--- src/rtl/vga_sync_gen.sv ---
// SVGA pixel-timing generator: free-running h/v counters with a combinational
// one-clock-early pixel request and registered sync/enable/coordinate outputs.
module vga_sync_gen #(
  parameter int H_ACTIVE = 800,
  parameter int H_FP     = 40,
  parameter int H_SYNC   = 128,
  parameter int H_BP     = 88,
  parameter int V_ACTIVE = 600,
  parameter int V_FP     = 1,
  parameter int V_SYNC   = 4,
  parameter int V_BP     = 23,
  parameter bit HS_POL   = 1'b1,
  parameter bit VS_POL   = 1'b1,
  parameter int CW       = 11
) (
  input  logic          clk,
  input  logic          rst,
  output logic          hsync,
  output logic          vsync,
  output logic          de,
  output logic [CW-1:0] pix_x,
  output logic [CW-1:0] pix_y,
  output logic          req,
  output logic [CW-1:0] req_x,
  output logic [CW-1:0] req_y,
  output logic          frame_start
);

  localparam int H_TOTAL = H_ACTIVE + H_FP + H_SYNC + H_BP;
  localparam int V_TOTAL = V_ACTIVE + V_FP + V_SYNC + V_BP;

  localparam logic [CW-1:0] H_ACT_END  = CW'(H_ACTIVE);
  localparam logic [CW-1:0] H_SYNC_BEG = CW'(H_ACTIVE + H_FP);
  localparam logic [CW-1:0] H_SYNC_END = CW'(H_ACTIVE + H_FP + H_SYNC);
  localparam logic [CW-1:0] H_LAST     = CW'(H_TOTAL - 1);
  localparam logic [CW-1:0] V_ACT_END  = CW'(V_ACTIVE);
  localparam logic [CW-1:0] V_SYNC_BEG = CW'(V_ACTIVE + V_FP);
  localparam logic [CW-1:0] V_SYNC_END = CW'(V_ACTIVE + V_FP + V_SYNC);
  localparam logic [CW-1:0] V_LAST     = CW'(V_TOTAL - 1);

  logic [CW-1:0] h_cnt;
  logic [CW-1:0] v_cnt;
  logic          h_wrap;
  logic          v_wrap;
  logic          active;
  logic          h_sync_on;
  logic          v_sync_on;

  assign h_wrap = (h_cnt == H_LAST);
  assign v_wrap = (v_cnt == V_LAST);

  always_ff @(posedge clk or posedge rst) begin
    if (rst) begin
      h_cnt <= '0;
      v_cnt <= '0;
    end else begin
      if (h_wrap) begin
        h_cnt <= '0;
        v_cnt <= v_wrap ? '0 : v_cnt + 1'b1;
      end else begin
        h_cnt <= h_cnt + 1'b1;
      end
    end
  end

  // v_cnt only moves at the line wrap, so vsync edges land on line boundaries.
  assign active    = (h_cnt < H_ACT_END) && (v_cnt < V_ACT_END);
  assign h_sync_on = (h_cnt >= H_SYNC_BEG) && (h_cnt < H_SYNC_END);
  assign v_sync_on = (v_cnt >= V_SYNC_BEG) && (v_cnt < V_SYNC_END);

  assign req   = active;
  assign req_x = active ? h_cnt : '0;
  assign req_y = active ? v_cnt : '0;

  // Outputs lag the request decode by one clock to match a 1-cycle read source.
  always_ff @(posedge clk or posedge rst) begin
    if (rst) begin
      hsync       <= ~HS_POL;
      vsync       <= ~VS_POL;
      de          <= 1'b0;
      pix_x       <= '0;
      pix_y       <= '0;
      frame_start <= 1'b0;
    end else begin
      hsync       <= h_sync_on ? HS_POL : ~HS_POL;
      vsync       <= v_sync_on ? VS_POL : ~VS_POL;
      de          <= active;
      pix_x       <= req_x;
      pix_y       <= req_y;
      frame_start <= (h_cnt == '0) && (v_cnt == '0);
    end
  end

endmodule

--- config.mk ---
export PLATFORM = sky130hd
export DESIGN_NAME = vga_sync_gen
export DESIGN_NICKNAME = d
export VERILOG_FILES = /design/src/rtl/vga_sync_gen.sv
export SDC_FILE = /design/constraint.sdc
export NUM_CORES = 1
export LEC_CHECK = 0
export ABC_AREA = 1
export CORE_UTILIZATION = 40
export DETAILED_ROUTE_END_ITERATION = 7
export GPL_ROUTABILITY_DRIVEN = 0
export PLACE_DENSITY = 0.66
export SLEW_MARGIN = 0
export SYNTH_ARGS = -nofsm -noshare
export SYNTH_HDL_FRONTEND = slang
export SYNTH_SLANG_ARGS = --single-unit
--- constraint.sdc ---
create_clock -name clk -period 2.7 [get_ports clk]
set_input_delay 0.54 -clock clk [delete_from_list [all_inputs] [get_ports clk]]
set_output_delay 0.54 -clock clk [all_outputs]
set_load 0.01 [all_outputs]
After elaboration in Yosys (flattened, before gate mapping)
Index checks and enable logic that the tools add are counted.
{ "totals": {"regBits": 48, "in_bits": 2, "out_inout_bits": 49, "word_cells": 30} }
{ "op_classes": {"reduce_logical": 6, "n_eq_ne": 2, "n_lt_le_gt_ge": 6, "n_mux": 6, "addsub": 2} }
{ "op_table": {"columns": ["operator", "count"], "rows": [
  ["$lt A11 B10 Y1 const B", 4],
  ["$mux W11", 4],
  ["$add A11 B1 Y11 const B", 2],
  ["$ge A11 B10 Y1 const B", 2],
  ["$logic_not A11 Y1", 2],
  ["$eq A11 B10 Y1 const B", 1],
  ["$eq A11 B11 Y1 const B", 1],
  ["$logic_and A1 B1 Y1", 4],
  ["$mux W1", 2]
]} }

Depth between registers and ports, before layout
Gate-level depths: netlist of run 1.
{ "logic_depth": {"ltp_word": 3, "mapped_depth": 8, "ltp_nobuf": 8} }

Worst setup path before layout of run 1
Ideal clock, no wire load.
{ "synth_path": {"path_kind": "register to output", "start": "register v_cnt[7]", "end": "output port req_y[1]", "required_ps": 2160, "t_arrival_ps": 1277, "stages_incl_launch_ff": 7, "setup_slack_ps": 883, "path_buffers": 1, "cell_sequence": "dfrtp_1 > inv_1 > nand2_1 > a21oi_1 > nand2_1 > buf_2 > nor3_1"} }
{ "synth_between": {"elab_chain_cells": 3} }
{ "synth_rtl": {"columns": ["element", "line_no", "rtl"], "rows": [
  ["from (decl)", "42", "logic [CW-1:0] v_cnt;"],
  ["from (signal assigned)", "59", "v_cnt <= v_wrap ? '0 : v_cnt + 1'b1;"],
  ["$lt A11 B10 Y1", "67", "assign active = (h_cnt < H_ACT_END) && (v_cnt < V_ACT_END);"],
  ["$logic_and A1 B1 Y1", "67", null],
  ["$mux W11", "73", "assign req_y = active ? v_cnt : '0;"],
  ["to (decl)", "25", "output logic [CW-1:0] req_y,"]
]} }
No other way between the ends.

Final worst setup path of run 1
{ "layout_path": {"start": "register v_cnt[8]", "end": "output port req_x[2]"} }
{ "layout_between": {"elab_chain_cells": 3} }
{ "layout_rtl": {"columns": ["element", "line_no", "rtl"], "rows": [
  ["$lt A11 B10 Y1", "67", null],
  ["$logic_and A1 B1 Y1", "67", null],
  ["$mux W11", "72", "assign req_x = active ? h_cnt : '0;"],
  ["to (decl)", "24", "output logic [CW-1:0] req_x,"]
]} }
No other way between the ends.

==> results of run 1 <==
## area by class of cell
type | instances | area, um^2 | area share [%]
Sequential cell | 48 | 1200 | 39.4
Timing Repair Buffer | 57 | 526 | 17.2
Tap cell | 72 | 90.1 | 2.96
Clock buffer | 5 | 68.8 | 2.26
Multi-Input combinational cell | 167 | 983 | 32.3
Inverter | 35 | 133 | 4.35
Clock inverter | 3 | 46.3 | 1.52
## sequential cells by signal (all words and copies together), names as in the netlist
register,count
pix_y,11
h_cnt,11
pix_x,11
de,1
hsync,1
v_cnt,11
vsync,1
frame_start,1
## per-layer routing
layer / track usage [%] / up-vias / part of all wire [%] / wire length, um
met5: 0 / - / 0 / 0
met4: 6.98 / 0 / 1.3 / 65
met3: 3.18 / 5 / 6.5 / 317
met2: 26.1 / 71 / 44 / 2120
met1: 23.6 / 860 / 48 / 2360
li1: - / 930 / - / -
## placed cells by master (no fill, tap or decap), drive strengths merged, types with 2 or more instances in the layout
cell           instances
dfrtp                 48
nand2                 47
inv                   35
nor2                  28
clkdlybuf4s50         27
nand3                 27
nor3                  21
dlygate4sd2           20
xor2                  11
buf                    9
o21ai                  7
a21oi                  5
ha                     5
clkbuf                 5
nand4                  5
conb                   4
nor4                   2
## synthesized netlist by cell type (2+ instances only)
master   count  area (um^2)
nor2_1      25         93.8
buf_4        2         15.0
nand3_2      2         20.0
xor2_1      11         96.3
inv_1       32          120
nor3_1      21          105
buf_2       10         50.1
dfrtp_1     48         1200
a21oi_1      5         25.0
o21ai_0      6         30.0
nand4_1      4         25.0
nand2_1     47          176
ha_1         5         62.6
nor4_1       2         12.5
nand3_1     25          125
inv_2        2         7.51
## repair_timing
item                       in CTS  in global routing
pin swaps                       0                  0
setup endpoints to repair      20                  2
resized for setup              40                  3
## power groups by stage
| stage | logic [W] | clock network [W] | registers, W |
|---|---|---|---|
| floorplan | 0.0000141 | 0 | 0.000735 |
| global placement | 0.0000240 | 0 | 0.000734 |
| detailed placement | 0.0000240 | 0 | 0.000734 |
| CTS | 0.0000242 | 0.000550 | 0.000720 |
| global route | 0.0000269 | 0.000575 | 0.000720 |
| finish | 0.0000229 | 0.000538 | 0.000720 |
## worst max-delay path, cell delays in order, from the launching register on
cell and delay, ns:
dfrtp_1 0.44, inv_2 0.11, nand2_1 0.09, a21oi_1 0.14, nand2_1 0.07, buf_4 0.23, nor3b_2 0.25, dlygate4sd2_1 0.30
## final timing paths
check | start | to | slack (ns) | depth (start not counted)
max reg2reg | h_cnt[0]$_DFF_PP0_ | v_cnt[9]$_DFFE_PP0N_ | 1.07 | 8
min reg2reg | h_cnt[0]$_DFF_PP0_ | h_cnt[0]$_DFF_PP0_ | 0.49 | 1
max | v_cnt[8]$_DFFE_PP0N_ | req_x[2] | 0.22 | 7
max in group asynchronous | rst | vsync$_DFF_PP0_ | 1.55 | 3
min | h_cnt[0]$_DFF_PP0_ | h_cnt[0]$_DFF_PP0_ | 0.49 | 1
min in group asynchronous | rst | pix_x[6]$_DFF_PP0_ | 0.57 | 2
## kinds of logic after synthesis
family | count (synthesis)
flops | 48
xor+xnor | 11
fa+ha+maj | 5
compound gates | 15
other cells | 1
simple gates | 132
buf+inv | 49
## through the flow
| step | std cells | power, W | util, % | setup WS [ns] |
|---|---|---|---|---|
| 2_1_floorplan | 264 | 0.000749 | - | 0.883 |
| 3_3_place_gp | 379 | 0.000758 | 51.9 | 0.278 |
| 3_5_place_dp | 379 | 0.000758 | 51.9 | 0.229 |
| 4_1_cts | 387 | 0.00129 | 55.3 | 0.00500 |
| 5_1_grt | 387 | 0.00132 | 55.4 | 0.0502 |
| 6_report | 387 | 0.00128 | 55.4 | 0.222 |
==> impl_metrics.json, run 1 <==
{
  "status": "completed",
  "critical_path_class": "flip-flop to output port",
  "syn_inst": 261,
  "port_buffers": 48,
  "design_area_um2": 3050,
  "synthMuxAreaShare_pct": 0,
  "max_freq_ghz": 0.404,
  "async_flop_share_pct": 100,
  "core.rowCount": 27,
  "cts_sinks": 48,
  "grt_pass1_wl_um": 8130,
  "setup_viol": 0,
  "detail_route.wl_per_cell_um": 12.6,
  "path_max_fanout": 21,
  "worstSetupEndpointType": "output port",
  "drtPass1Iterations": 4,
  "ys_types": 30,
  "sequentialPowerShare_pct": 56.2,
  "die_h_um": 77.7,
  "avgSynthCellArea_um2": 8.78,
  "synth_edf_count": 0,
  "critPathLaunchType": "flip-flop",
  "via_per_inst": 4.82,
  "synth_xor_area_share_pct": 4.21,
  "dieArea_um2": 6030,
  "combinationalPowerShare_pct": 1.8,
  "irDropWorstVdd_mv": 0.176,
  "synthAdderAreaFrac_pct": 2.73,
  "grt_antenna_before_repair": 0,
  "grt_pass1_vias": 1714,
  "clockPowerShare_pct": 42.0,
  "layout-drive-gt1-share_pct": 15.9,
  "placed_cell_area_um2": 2860,
  "layout_min_cycle_time_ns": 2.48,
  "syn-cell-area_um2": 2290,
  "fin_setup_tns_ns": 0,
  "intPower_w": 0.00100,
  "vias": 1866,
  "ys_seq_area_share_pct": 52.4,
  "synth-simple-area-share_pct": 27.2,
  "synth-seq-cells": 48,
  "hp-class": "flip-flop to flip-flop",
  "clockBufferDepth": 2,
  "p_per_area_nw_per_um2": 420,
  "rsz0062_at_grt": "false",
  "dieWidth_um": 77.7,
  "start_util_pct": 41.6,
  "wirelength_um": 4860,
  "skew_ns": 0.00708,
  "cts_tree": "done",
  "insertion_delay_ns": 0.31,
  "io_pins": 51,
  "antenna_cells": 0,
  "hold_viol": 0,
  "final_nets": 321,
  "drv_slew": 0,
  "area_growth_pct": 33.0,
  "grt.total_usage_pct": 17.0,
  "h-tree-depth": 2,
  "power_leakage_nw": 1.53,
  "place.detailed.hpwl_um": 3560,
  "cap_violations": 0,
  "coreArea_um2": 5510,
  "grt-ovfl-total": 0,
  "drc": 0,
  "power_switching_share_pct": 21.6,
  "cts_buffers": 5,
  "whs_ns": 0.489,
  "cts_setup_buffers": 0,
  "ctsHoldBuffers": 0,
  "drt_iter0_markers": 91,
  "critical_path_arrival_ns": 1.94,
  "cts-root-buf": "clkbuf_8",
  "ant_nets": 0,
  "p_sw_w": 0.000276,
  "grt_max_degree": 25,
  "ys.warnings.count": 0,
  "synth-compound-area-share_pct": 3.77,
  "clkTransAtPathRegs_ns": 0.09,
  "synth_top_family_by_area": "simple AND/OR/NAND/NOR gates",
  "fillers": 490,
  "worstPathRequired_ns": 2.16,
  "synth_ff_type": "dfrtp_1",
  "fin_crit_sh_pct": 91.8
}
No activity file was read; power rests on OpenSTA's default activity.
==> inputs of run 2 (changes only) <==
--- a/config.mk
+++ b/config.mk
@@ -6,10 +6,11 @@
 export NUM_CORES = 1
 export LEC_CHECK = 0
 export ABC_AREA = 1
+export CORE_ASPECT_RATIO = 0.6
 export CORE_UTILIZATION = 40
 export DETAILED_ROUTE_END_ITERATION = 7
 export GPL_ROUTABILITY_DRIVEN = 0
-export PLACE_DENSITY = 0.66
+export PLACE_DENSITY_LB_ADDON = 0.25
 export SLEW_MARGIN = 0
 export SYNTH_ARGS = -nofsm -noshare
 export SYNTH_HDL_FRONTEND = slang
==> run 2 against run 1 <==
Effect of this change: via count up 2.0%; clock power is 17% lower; die area is 0.16% higher; highest routed layer unchanged.
==> impl_metrics.json, run 2 (synthesized netlist as in run 1, its figures left out) <==
{
  "p_sw_w": 0.000257,
  "worstSetupEndpointType": "output port",
  "drt_iter0_markers": 122,
  "hp-class": "flip-flop to flip-flop",
  "core.rowCount": 20,
  "place.detailed.hpwl_um": 4020,
  "drv_slew": 0,
  "coreArea_um2": 5280,
  "critPathMaxStageDelay_ns": 0.44,
  "design_area_um2": 3020,
  "worstPathRequired_ns": 2.16,
  "sequentialPowerShare_pct": 60.6,
  "globalRoute.busiestLayer": "met1",
  "fin_setup_tns_ns": 0,
  "clockPowerShare_pct": 37.4,
  "crit_chain": "inv_2 -> nand2_1 -> a21oi_1 -> nand2_1 -> buf_4 -> nor3b_1 -> dlygate4sd2_1",
  "vias": 1904,
  "start_util_pct": 43.4,
  "port_buffers": 48,
  "grt.total_usage_pct": 19.8,
  "critPathLaunchType": "flip-flop",
  "clockBufferDepth": 2,
  "detail_route.wl_per_cell_um": 13.6,
  "cap_violations": 0,
  "h-tree-depth": 2,
  "clkTransAtPathRegs_ns": 0.09,
  "grt-ovfl-total": 0,
  "area_growth_pct": 31.9,
  "drtPass1Iterations": 5,
  "layout_common_cells": "47 x nand2_1, 47 x dfrtp_1, 29 x inv_1",
  "grt_pass1_vias": 1714,
  "use_met3_pct": 3.92,
  "combinationalPowerShare_pct": 1.9,
  "power_switching_share_pct": 21.7,
  "grt_antenna_before_repair": 0,
  "ctsHoldBuffers": 0,
  "path_max_fanout": 14,
  "final_core_util_pct": 57.3,
  "antenna_cells": 0,
  "ant_nets": 0,
  "drc": 0,
  "grtUsageMet1_pct": 32.8,
  "dieArea_um2": 6040,
  "die_h_um": 60.6,
  "cts_sinks": 48,
  "via_per_inst": 4.86,
  "placed_cell_area_um2": 2870,
  "cp_slowest_cell": "dfrtp_2",
  "insertion_delay_ns": 0.30,
  "final_nets": 322,
  "dieWidth_um": 99.7,
  "setup_viol": 0,
  "rsz0062_at_grt": "false",
  "critical_path_class": "flip-flop to output port",
  "power_leakage_nw": 1.61,
  "skew_ns": 0.00737,
  "dp_slack_ns": 0.163,
  "max_freq_ghz": 0.402,
  "critical_path_arrival_ns": 1.95,
  "grt_pass1_wl_um": 8770,
  "postLayoutSetupSlackWorst_ns": 0.210,
  "use_met2_pct": 24.1,
  "p_per_area_nw_per_um2": 393,
  "io_pins": 51,
  "wirelength_um": 5340,
  "hold_viol": 0,
  "irDropWorstVdd_mv": 0.174,
  "layout-drive-gt1-share_pct": 13.7,
  "intPower_w": 0.000930,
  "cts_buffers": 5,
  "status": "completed",
  "placed_cells": 385,
  "cts-root-buf": "clkbuf_8",
  "cts_tree": "done",
  "path_common_cell": "nand2_1",
  "fin_crit_sh_pct": 92.2,
  "grt_max_degree": 22,
  "stdcell_count": 392,
  "fillers": 469,
  "layout_min_cycle_time_ns": 2.49
}
## run 2: cell types whose count changed in the layout (fill, tap and decap cells not counted), moves of 7 or more
| cell | previous run | this run |
|---|---|---|
| nor3_1 | 2 | 10 |
| dlymetal6s2s_1 | 1 | 8 |
| nor3_2 | 19 | 11 |
| dlygate4sd2_1 | 20 | 13 |
## run 2: worst paths after layout
check / start / to / slack, ns / cells past startpoint
setup reg to reg: v_cnt[0]$_DFFE_PP0N_ / v_cnt[8]$_DFFE_PP0N_ / 1.01 / 6
max in group asynchronous: rst / v_cnt[8]$_DFFE_PP0N_ / 1.64 / 3
hold / removal: h_cnt[0]$_DFF_PP0_ / h_cnt[0]$_DFF_PP0_ / 0.49 / 1
setup / recovery: v_cnt[8]$_DFFE_PP0N_ / req_x[2] / 0.21 / 7
min in group asynchronous: rst / pix_x[1]$_DFF_PP0_ / 0.51 / 2
hold reg to reg: h_cnt[0]$_DFF_PP0_ / h_cnt[0]$_DFF_PP0_ / 0.49 / 1
## run 2: area by class of cell
class | count | area [um^2] | share of cell area (%)
clock buffer | 6 | 82.6 | 2.73
sequential | 48 | 1200 | 39.8
inverter | 35 | 133 | 4.39
clock inverter | 1 | 8.76 | 0.290
tap | 77 | 96.3 | 3.19
multi-input combinational | 167 | 941 | 31.1
timing repair buffer | 58 | 559 | 18.5
## run 2: per-stage QoR
stage / hold WS (ns) / power (W)
6_report: 0.492 / 0.00119
5_1_grt: 0.517 / 0.00124
4_1_cts: 0.494 / 0.00121
3_5_place_dp: 0.481 / 0.000758
3_3_place_gp: 0.480 / 0.000758
2_1_floorplan: 0.449 / 0.000749
## run 2: metal layers
layer	part of all wire, %	wire (um)	vias up
met5	0	0	-
met4	1.4	74	0
met3	9.2	492	8
met2	35	1890	106
met1	54	2890	863
li1	-	-	927
## run 2: repair_timing
item | 4_1_cts | 5_1_grt
gates resized for setup | 18 | 18
endpoints found under the setup margin | 20 | 8
buffers inserted | 0 | 0
## run 2: worst max-delay path: cells and delay by family, from the launching register on
kind                   cells  cell delay [ns]
buffers and inverters      3             0.60
AND/OR/NAND/NOR            3             0.46
flip-flops                 1             0.44
AO/OA/AOI/OAI              1             0.15
## run 2: power groups by stage
stage / Clock, W / Sequential, W / Combinational (W)
floorplan: 0 / 0.000735 / 0.0000141
global placement: 0 / 0.000734 / 0.0000238
detailed placement: 0 / 0.000734 / 0.0000240
CTS: 0.000464 / 0.000720 / 0.0000242
global route: 0.000491 / 0.000720 / 0.0000270
finish: 0.000445 / 0.000720 / 0.0000227
